[config.mk]
export PLATFORM = sky130hd
export DESIGN_NAME = spi_txn_arbiter
export DESIGN_NICKNAME = d
export VERILOG_FILES = /design/src/rtl/spi_arb_pkg.sv /design/src/rtl/rr_arbiter.sv /design/src/rtl/spi_txn_arbiter.sv
export SDC_FILE = /design/constraint.sdc
export NUM_CORES = 1
export LEC_CHECK = 0
export ABC_AREA = 1
export CORE_ASPECT_RATIO = 1.25
export CORE_UTILIZATION = 50
export CTS_CLUSTER_SIZE = 25
export DETAILED_ROUTE_END_ITERATION = 12
export GPL_ROUTABILITY_DRIVEN = 0
export PLACE_DENSITY = 0.76
export SETUP_SLACK_MARGIN = 0.5
export SLEW_MARGIN = 20
export SYNTH_ARGS = -nofsm -noshare
export SYNTH_HDL_FRONTEND = slang
export SYNTH_SLANG_ARGS = --single-unit
export TNS_END_PERCENT = 20
[constraint.sdc]
create_clock -name axi_aclk -period 2.9 [get_ports axi_aclk]
set_clock_uncertainty 0.1 [all_clocks]
set_input_delay 0.725 -clock axi_aclk [delete_from_list [all_inputs] [get_ports axi_aclk]]
set_output_delay 0.725 -clock axi_aclk [all_outputs]
set_load 0.02 [all_outputs]
[src/rtl/spi_arb_pkg.sv]
// Shared types and widths for the SPI transaction arbiter.
package spi_arb_pkg;

  localparam int unsigned NBITS_W  = 5;
  localparam int unsigned DATA_W   = 32;
  localparam int unsigned NREQ_MAX = 4;
  localparam int unsigned IDX_W    = $clog2(NREQ_MAX);

  typedef enum logic [2:0] {
    IDLE,
    SETUP,
    SHIFT_HI,
    SHIFT_LO,
    GAP
  } state_e;

endpackage

[src/rtl/rr_arbiter.sv]
// Round-robin arbiter: the requester granted last gets lowest priority.
module rr_arbiter
  import spi_arb_pkg::*;
#(
  parameter int unsigned NREQ = 2
) (
  input  logic            clk_i,
  input  logic            rst_i,
  input  logic [NREQ-1:0] req_i,
  input  logic [NREQ-1:0] gnt_i,
  input  logic            adv_i,
  output logic [NREQ-1:0] gnt_o
);

  logic [IDX_W-1:0] last_q;
  logic [IDX_W-1:0] last_d;
  logic             found;

  // Winner search: first requester above the last grant, else wrap to the lowest index.
  always_comb begin
    gnt_o = '0;
    found = 1'b0;
    for (int i = 0; i < int'(NREQ); i++) begin
      if (!found && req_i[i] && (IDX_W'(i) > last_q)) begin
        gnt_o[i] = 1'b1;
        found    = 1'b1;
      end
    end
    for (int i = 0; i < int'(NREQ); i++) begin
      if (!found && req_i[i]) begin
        gnt_o[i] = 1'b1;
        found    = 1'b1;
      end
    end
  end

  // Pointer update to the index of the accepted grant.
  always_comb begin
    last_d = last_q;
    if (adv_i) begin
      for (int i = 0; i < int'(NREQ); i++) begin
        if (gnt_i[i]) last_d = IDX_W'(i);
      end
    end
  end

  // Pointer register; reset makes requester 0 the highest priority.
  always_ff @(posedge clk_i) begin
    if (rst_i) last_q <= IDX_W'(NREQ - 1);
    else       last_q <= last_d;
  end

endmodule

[src/rtl/spi_txn_arbiter.sv]
// Multi-requester SPI mode-0 master with round-robin bus arbitration.
module spi_txn_arbiter
  import spi_arb_pkg::*;
#(
  parameter int unsigned CLK_DIV = 4,
  parameter int unsigned NREQ    = 2
) (
  input  logic                           axi_aclk,
  input  logic                           axi_areset,
  input  logic                           en,
  input  logic [NREQ-1:0]                req_valid,
  output logic [NREQ-1:0]                req_ready,
  input  logic [NREQ-1:0][DATA_W-1:0]    req_wdata,
  input  logic [NREQ-1:0][NBITS_W-1:0]   req_nbits,
  output logic [NREQ-1:0]                rsp_valid,
  output logic [DATA_W-1:0]              rsp_rdata,
  output logic                           busy,
  output logic                           sck_o,
  output logic                           sck_t,
  output logic                           mosi_o,
  output logic                           mosi_t,
  output logic                           ss_o,
  output logic                           ss_t,
  input  logic                           miso_i
);

  localparam int unsigned       CNT_W    = 8;
  localparam logic [CNT_W-1:0]  CNT_LAST = CNT_W'(CLK_DIV - 1);

  state_e               state_q;
  logic [CNT_W-1:0]     cnt_q;
  logic [NBITS_W-1:0]   bits_left_q;
  logic [DATA_W-1:0]    tx_q;
  logic [DATA_W-1:0]    rx_q;
  logic [NREQ-1:0]      owner_q;
  logic                 sck_q;
  logic                 mosi_q;
  logic                 ss_q;
  logic                 pin_t_q;
  logic                 busy_q;
  logic [NREQ-1:0]      rsp_valid_q;
  logic [DATA_W-1:0]    rsp_rdata_q;

  logic [NREQ-1:0]      gnt;
  logic [NREQ-1:0]      accept_vec;
  logic                 accept;
  logic [DATA_W-1:0]    sel_wdata;
  logic [NBITS_W-1:0]   sel_nbits;
  logic [DATA_W-1:0]    sel_aligned;

  rr_arbiter #(
    .NREQ (NREQ)
  ) u_rr (
    .clk_i (axi_aclk),
    .rst_i (axi_areset),
    .req_i (req_valid),
    .gnt_i (accept_vec),
    .adv_i (accept),
    .gnt_o (gnt)
  );

  // Grants are only offered while idle with bus ownership enabled.
  always_comb begin
    req_ready  = (state_q == IDLE && en) ? gnt : '0;
    accept_vec = req_valid & req_ready;
    accept     = |accept_vec;
  end

  // Winner payload mux; frame is left-aligned so the MSB of the frame sits at bit 31.
  always_comb begin
    sel_wdata = '0;
    sel_nbits = '0;
    for (int i = 0; i < int'(NREQ); i++) begin
      if (gnt[i]) begin
        sel_wdata = req_wdata[i];
        sel_nbits = req_nbits[i];
      end
    end
    sel_aligned = sel_wdata << (NBITS_W'(DATA_W - 1) - sel_nbits);
  end

  // Transaction FSM with registered pin and response outputs.
  always_ff @(posedge axi_aclk) begin
    if (axi_areset) begin
      state_q     <= IDLE;
      cnt_q       <= '0;
      bits_left_q <= '0;
      tx_q        <= '0;
      rx_q        <= '0;
      owner_q     <= '0;
      sck_q       <= 1'b0;
      mosi_q      <= 1'b0;
      ss_q        <= 1'b1;
      pin_t_q     <= 1'b1;
      busy_q      <= 1'b0;
      rsp_valid_q <= '0;
      rsp_rdata_q <= '0;
    end else begin
      rsp_valid_q <= '0;
      unique case (state_q)
        IDLE: begin
          pin_t_q <= ~en;
          if (accept) begin
            state_q     <= SETUP;
            cnt_q       <= '0;
            bits_left_q <= sel_nbits;
            tx_q        <= sel_aligned;
            rx_q        <= '0;
            owner_q     <= accept_vec;
            mosi_q      <= sel_aligned[DATA_W-1];
            ss_q        <= 1'b0;
            busy_q      <= 1'b1;
          end
        end
        SETUP: begin
          if (cnt_q == CNT_LAST) begin
            state_q <= SHIFT_HI;
            cnt_q   <= '0;
            sck_q   <= 1'b1;
          end else begin
            cnt_q <= cnt_q + CNT_W'(1);
          end
        end
        SHIFT_HI: begin
          if (cnt_q == '0) rx_q <= {rx_q[DATA_W-2:0], miso_i};
          if (cnt_q == CNT_LAST) begin
            state_q <= SHIFT_LO;
            cnt_q   <= '0;
            sck_q   <= 1'b0;
            if (bits_left_q != '0) begin
              tx_q   <= tx_q << 1;
              mosi_q <= tx_q[DATA_W-2];
            end
          end else begin
            cnt_q <= cnt_q + CNT_W'(1);
          end
        end
        SHIFT_LO: begin
          if (cnt_q == CNT_LAST) begin
            cnt_q <= '0;
            if (bits_left_q == '0) begin
              state_q     <= GAP;
              ss_q        <= 1'b1;
              mosi_q      <= 1'b0;
              rsp_valid_q <= owner_q;
              rsp_rdata_q <= rx_q;
            end else begin
              state_q     <= SHIFT_HI;
              sck_q       <= 1'b1;
              bits_left_q <= bits_left_q - NBITS_W'(1);
            end
          end else begin
            cnt_q <= cnt_q + CNT_W'(1);
          end
        end
        GAP: begin
          if (cnt_q == CNT_LAST) begin
            state_q <= IDLE;
            cnt_q   <= '0;
            busy_q  <= 1'b0;
            pin_t_q <= ~en;
          end else begin
            cnt_q <= cnt_q + CNT_W'(1);
          end
        end
        default: state_q <= IDLE;
      endcase
    end
  end

  assign sck_o     = sck_q;
  assign mosi_o    = mosi_q;
  assign ss_o      = ss_q;
  assign sck_t     = pin_t_q;
  assign mosi_t    = pin_t_q;
  assign ss_t      = pin_t_q;
  assign busy      = busy_q;
  assign rsp_valid = rsp_valid_q;
  assign rsp_rdata = rsp_rdata_q;

endmodule

* After elaboration in Yosys (flattened, before gate mapping)
Cells that the tools add are included.
W data, S select, Z words.
** Word-level totals
- Flip-flop bits (word level) :: 122
- Bits of input ports :: 80
- Output and inout bits :: 43
- Logic and storage cells :: 128
** Cells by class
- Add/subtract/negate cells :: 3
- $lt $le $gt $ge :: 2
- Eq/ne operators :: 14
- Shifts and indexed selects :: 1
- Multiplexer cells :: 53
- Bitwise gates (word level) :: 5
- Reductions and logical operators :: 36
** Operators with widths (number)
- $mux W32 :: 4
- $mux W31 :: 3
- $pmux W32 S2 :: 1
- $pmux W31 S2 :: 1
- $shl A32 B5 Y32 :: 1
- $mux W5 :: 5
- $mux W1 :: 20
- $mux W3 :: 6
- $ne A2 B2 Y1 const B :: 9
- $mux W8 :: 2
- $pmux W8 S2 :: 1
- $pmux W3 S5 :: 1
- $reduce_and A4 Y1 :: 3
- $pmux W5 S2 :: 1
- $reduce_and A5 Y1 :: 2
- $reduce_bool A2 Y1 :: 5
- $reduce_and A3 Y1 :: 3
- $add A8 B1 Y8 const B :: 1
- $eq A8 B2 Y1 const B :: 1
- $logic_not A8 Y1 :: 1
- $reduce_and A2 Y1 :: 4
- $reduce_or A4 Y1 :: 2
- $eq A3 B2 Y1 const B :: 2
- $logic_and A1 B1 Y1 :: 6
- other kinds (17) :: 29

* Depth between registers and ports, before layout
- Depth after elaboration :: 18
- Mapped depth :: 17
- Depth with buffers taken out :: 15

* Hierarchy
A second synthesis with hierarchy kept.
** Second synthesis, totals
- Cells, all modules :: 1110
- Area, all modules :: 7008.0 um^2
** By module, submodules not included
- spi_txn_arbiter :: instances 1, cells each 1102, area an instance 6952.9 um^2, sequential area each 2402.3 um^2
- rr_arbiter :: instances 1, cells each 8, area an instance 55.1 um^2, sequential area each 20.0 um^2

* Least setup slack after synthesis
Ideal clock, no wire load.
- Path kind :: input -> register
- Start :: input req_valid[0]
- End :: register tx_q[15]
- Library setup time :: 119 ps
- Arrival :: 2062 ps
- Data required time :: 2681 ps
- Path slack :: 619 ps
- Stages :: 13
- Buffers on the path :: 3
- Path through :: buf_4 -> nand2_2 -> nand2_2 -> inv_2 -> nand3_4 -> nand2_2 -> nor2_4 -> nor2_4 -> nand2_4 -> buf_4 -> buf_6 -> a21oi_1 -> a21oi_1
** On the way
- Longest elaborated chain between the ends :: 17
- Elaborated cells between the ends (all ways) :: 27
- Classes of those cells :: add/sub: 1; eq/ne: 1; shift: 1; mux: 13; bitwise: 1; reduce/logical: 10
** RTL lines
- start: declaration :: line spi_txn_arbiter.sv:11 : input logic [NREQ-1:0] req_valid,
- $logic_and A1 B1 Y1 :: line rr_arbiter.sv:24 : if (!found && req_i[i] && (IDX_W'(i) > last_q)) begin
- $mux W1 :: line rr_arbiter.sv:24
- $logic_not A1 Y1 :: line rr_arbiter.sv:24
- $logic_and A1 B1 Y1 (2 in series) :: line rr_arbiter.sv:24
- $mux W1 :: line rr_arbiter.sv:24
- $logic_not A1 Y1 :: line rr_arbiter.sv:30 : if (!found && req_i[i]) begin
- $logic_and A1 B1 Y1 :: line rr_arbiter.sv:30
- $mux W1 :: line rr_arbiter.sv:30
- $logic_not A1 Y1 :: line rr_arbiter.sv:30
- $logic_and A1 B1 Y1 :: line rr_arbiter.sv:30
- $mux W1 :: line rr_arbiter.sv:30
- $mux W5 or $mux W2 (tied branches) :: line spi_txn_arbiter.sv:74, spi_txn_arbiter.sv:64
- $sub A5 B5 Y5 or $and A2 B2 Y2 (tied branches) :: line spi_txn_arbiter.sv:79, spi_txn_arbiter.sv:65
- $shl A32 B5 Y32 or $reduce_or A2 Y1 (tied branches) :: line spi_txn_arbiter.sv:79, spi_txn_arbiter.sv:66
- $mux W31 or $ne A2 B2 Y1 (tied branches)
- $pmux W31 S2 or $reduce_and A4 Y1 (tied branches)
- end signal: assignment :: line spi_txn_arbiter.sv:107 : tx_q <= sel_aligned;
- end signal: assignment :: line spi_txn_arbiter.sv:131 : tx_q <= tx_q << 1;
- end: declaration :: line spi_txn_arbiter.sv:33 : logic [DATA_W-1:0] tx_q;
Several ways; a longest one is shown, not always the timed one. The select of a mux whose other input is x is not followed.
A chain may end at the register's enable or synchronous reset.

* Final worst setup path
- Start :: input req_valid[1]
- End :: output req_ready[0]
** On the way
- Longest elaborated chain between the ends :: 7
** RTL lines
- $logic_and A1 B1 Y1 (2 in series) :: line rr_arbiter.sv:24
- $mux W1 :: line rr_arbiter.sv:24
- $logic_not A1 Y1 :: line rr_arbiter.sv:30
- $logic_and A1 B1 Y1 :: line rr_arbiter.sv:30
- $mux W1 :: line rr_arbiter.sv:30
- $mux W2 :: line spi_txn_arbiter.sv:64 : req_ready = (state_q == IDLE && en) ? gnt : '0;
- end: declaration :: line spi_txn_arbiter.sv:12 : output logic [NREQ-1:0] req_ready,
Every way passes these cells.

==> metrics.txt <==
Congestion Overflow GR=0; wire length per cell=13.6 um; violation count after the first detailed-routing iteration=619; ANT nets after route=0; Seq/Total Area, Yosys=between 30% and 40%; syn nets=about 1200; I/O Buffers=approximately 120; layout cell share with drive strength beyond 1=10.8%; root buf cell=clkbuf_16; FF-to-FF End=rsp_rdata[17]$_SDFFE_PP0P_; final worst path period share=around 83%; Slew headroom=58.7%; post-synth top area share=34.6%; Pwr Density=810 mW/mm^2; Die Area=between 0.01 and 0.015 sq mm; placed inst area=0.00869 sq mm; vias in the first global route=slightly above 7000; DIE HEIGHT=134 um; n_diodes=0; status=finished, final reports clean; routed via count=about 7900; Fmax achieved=approximately 420 MHz; Synth async-reset ratio=0%; P_leak=3.90 nW; first-pass GRT wire length=31800 um; Worst Path Arrival=around 1.6 ns; Post-Syn Instances=between 1000 and 1500; hold crit path type=register to register; post-layout minimum cycle time=~2.4 ns; vias per cell=about 5.6; Layout Utilization=68.0%; Placement Rows=48; most frequent cell after synthesis=nand3_1; Avg Cell Area, Syn=6.35 sq um; CTS Buffer Depth=2; CP max stage cell=dlygate4sd2_1; total clock sinks=121; Initial Utilization=51.0%; TritonCTS clock tree=done; worst IR drop on VDD=around 0.62 mV; antenna violations before repair=0; Setup crit end=req_ready[0]; post-route cell area=0.00935 sq mm; Tightest Pin Transition=0.618 ns; # setup viols final=0; total CTS buffers=17; #FFs+latches synth=121; Clk pin slew, worst setup/hold paths=0.05 ns; top cells by area, synth=dfxtp_1, nand3_1, nand2_1; Mapped Area=0.00701 sq mm; CP startpoint kind=primary input; synth unique cells=39; All-Layer GR Usage=27.2%; detailed placer's ending HPWL=14200 um; leading area contributor after synthesis=dfxtp_1; Critical Path Max Stage Delay=between 0.2 and 0.3 ns; RSZ-0062 raised after global routing=true; Core ar.=0.0138 sq mm; DRT Pass-1 Iters=6; DRC violations left=0; ys flop type=dfxtp_1; number of max-cap violations=0; crit path kind=primary input to output pin; commonest cells in the synthesized netlist=nand3_1, nand2_1, dfxtp_1, nor2_1, a21oi_1; flop-to-flop setup slack=0.71 ns; CP Max Fanout=3; largest net degree at the start of global routing=between 60 and 70; Max Slew Vio Count=0; Worst Setup SP=req_valid[1]; number of synthesized flops with an enable pin=0; Reg2Reg Depth=8; Fin. Hold Viols=0; Die X=~110 um; Final #Nets=1316; worst path required time=2.08 ns; Total Wirelength=19300 um; H-tree depth=4; Worst-Skew Late Latency=~0.4 ns; R2R Path Start=state_q[1]$_SDFFE_PP0P_; Filler cells=1196; Area Overhead vs Synth=33.4%; YS warnings=0; CP Cell Sequence=dlygate4sd2_1 -> nand2_1 -> nand2_2 -> inv_2 -> nand3_2 -> inv_1 -> buf_2; Tot Pwr=7.58 mW; IO Count=123; Critical Path End Type=output pin
==> critical path, delay by kind of cell <==
family	cells	cell delay, ns
and+or+nand+nor	3	0.26
buffers and inverters	4	0.59
==> stage by stage <==
| step | worst slack [ns] | hold slack (ns) | instances | TNS (ns) |
|---|---|---|---|---|
| finish | 0.499 | 0.357 | 1420 | 0 |
| CTS | 0.508 | 0.354 | 1420 | 0 |
| global placement | -0.148 | 0.344 | 1388 | -0.966 |
| floorplan | 0.619 | 0.336 | 1104 | 0 |
| global route | 0.459 | 0.367 | 1420 | 0 |
| detailed placement | -0.163 | 0.345 | 1388 | -2.02 |
==> report_power, final <==
group          switching, mW  leakage [nW]  internal (mW)
registers              0.125         0.982           1.87
clock network          0.803         0.311           1.46
logic                   2.00          2.60           1.33
total                   2.92          3.90           4.65
==> area by class of cell <==
class                   instances  area, sq um  area share, %
clock buffers                  17          425           4.55
multi-input cells             850         4020           43.0
repair buffers                187         1840           19.7
well taps                     175          219           2.34
flip-flops and latches        121         2420           25.9
clock inverters                15          214           2.29
inverters                      55          208           2.22
==> timing repair <==
action | in CTS | in global routing
hold buffers | 0 | 0
pin swaps | 0 | 1
setup endpoints to repair | 41 | 31
resized for setup | 11 | 13
buffers inserted | 0 | 0
==> kinds of logic (layout without fill, tap and decap cells) <==
group / count (synthesis) / after routing / synth area share [%]
XOR/XNOR: 2 / 2 / 0.250
flip-flops: 121 / 121 / 34.6
AND/OR/NAND/NOR: 655 / 655 / 41.6
adder cells (fa/ha/maj): 4 / 4 / 0.714
buffers and inverters: 133 / 274 / 8.26
AO/OA/AOI/OAI: 189 / 189 / 14.6
==> state kept, by name (all words and copies together) (netlist names), 2 cells and up <==
| register | flops |
|---|---|
| rsp_rdata | 32 |
| rx_q | 32 |
| tx_q | 31 |
| cnt_q | 8 |
| bits_left_q | 5 |
| state_q | 3 |
| owner_q | 2 |
| rsp_valid | 2 |
==> routing by layer <==
layer / GRT usage (%) / share of wire, % / up-vias / routed length [um]
li1: - / - / 3992 / -
met1: 31.9 / 42 / 3526 / 8050
met2: 46.6 / 49 / 306 / 9380
met3: 4.57 / 5.0 / 60 / 970
met4: 15.3 / 4.7 / 0 / 910
met5: 0 / 0 / - / 0
==> how the worst min path moves through the flow <==
stage	from	end	slack [ns]	depth (start not counted)
2_1_floorplan	owner_q[0]$_SDFFE_PP0P_	owner_q[0]$_SDFFE_PP0P_	0.34	2
3_3_place_gp	owner_q[0]$_SDFFE_PP0P_	owner_q[0]$_SDFFE_PP0P_	0.34	2
6_report	owner_q[1]$_SDFFE_PP0P_	owner_q[1]$_SDFFE_PP0P_	0.36	2
4_1_cts	owner_q[1]$_SDFFE_PP0P_	owner_q[1]$_SDFFE_PP0P_	0.35	2
3_5_place_dp	owner_q[1]$_SDFFE_PP0P_	owner_q[1]$_SDFFE_PP0P_	0.35	2
5_1_grt	owner_q[1]$_SDFFE_PP0P_	owner_q[1]$_SDFFE_PP0P_	0.37	2
==> cells in the final DEF, fill, tap and decap left out, types with 2 or more instances in the layout <==
cell type        instances
nand4_1                  3
nor3_1                   4
buf_4                   49
nor3b_1                  3
clkdlybuf4s50_1        116
nor2_4                   4
dlygate4sd2_1            2
bufinv_16                4
a22oi_1                  2
clkinv_4                 4
clkinv_2                 2
buf_2                    3
dfxtp_1                121
inv_2                   10
a21oi_1                 83
inv_6                    4
nand3b_1                 2
buf_8                    2
inv_1                   43
buf_6                    4
clkbuf_16               17
o21ai_2                  3
nand2_1                253
buf_12                  10
o21ai_0                 67
o211ai_1                 5
a211oi_1                 2
a31oi_1                 15
nor2_2                   3
o21ai_1                  5
ha_1                     4
nor2_1                  96
o21a_1                   5
nand2_2                  6
nand3_1                275
Note: power is estimated with default switching activity, not from simulation.
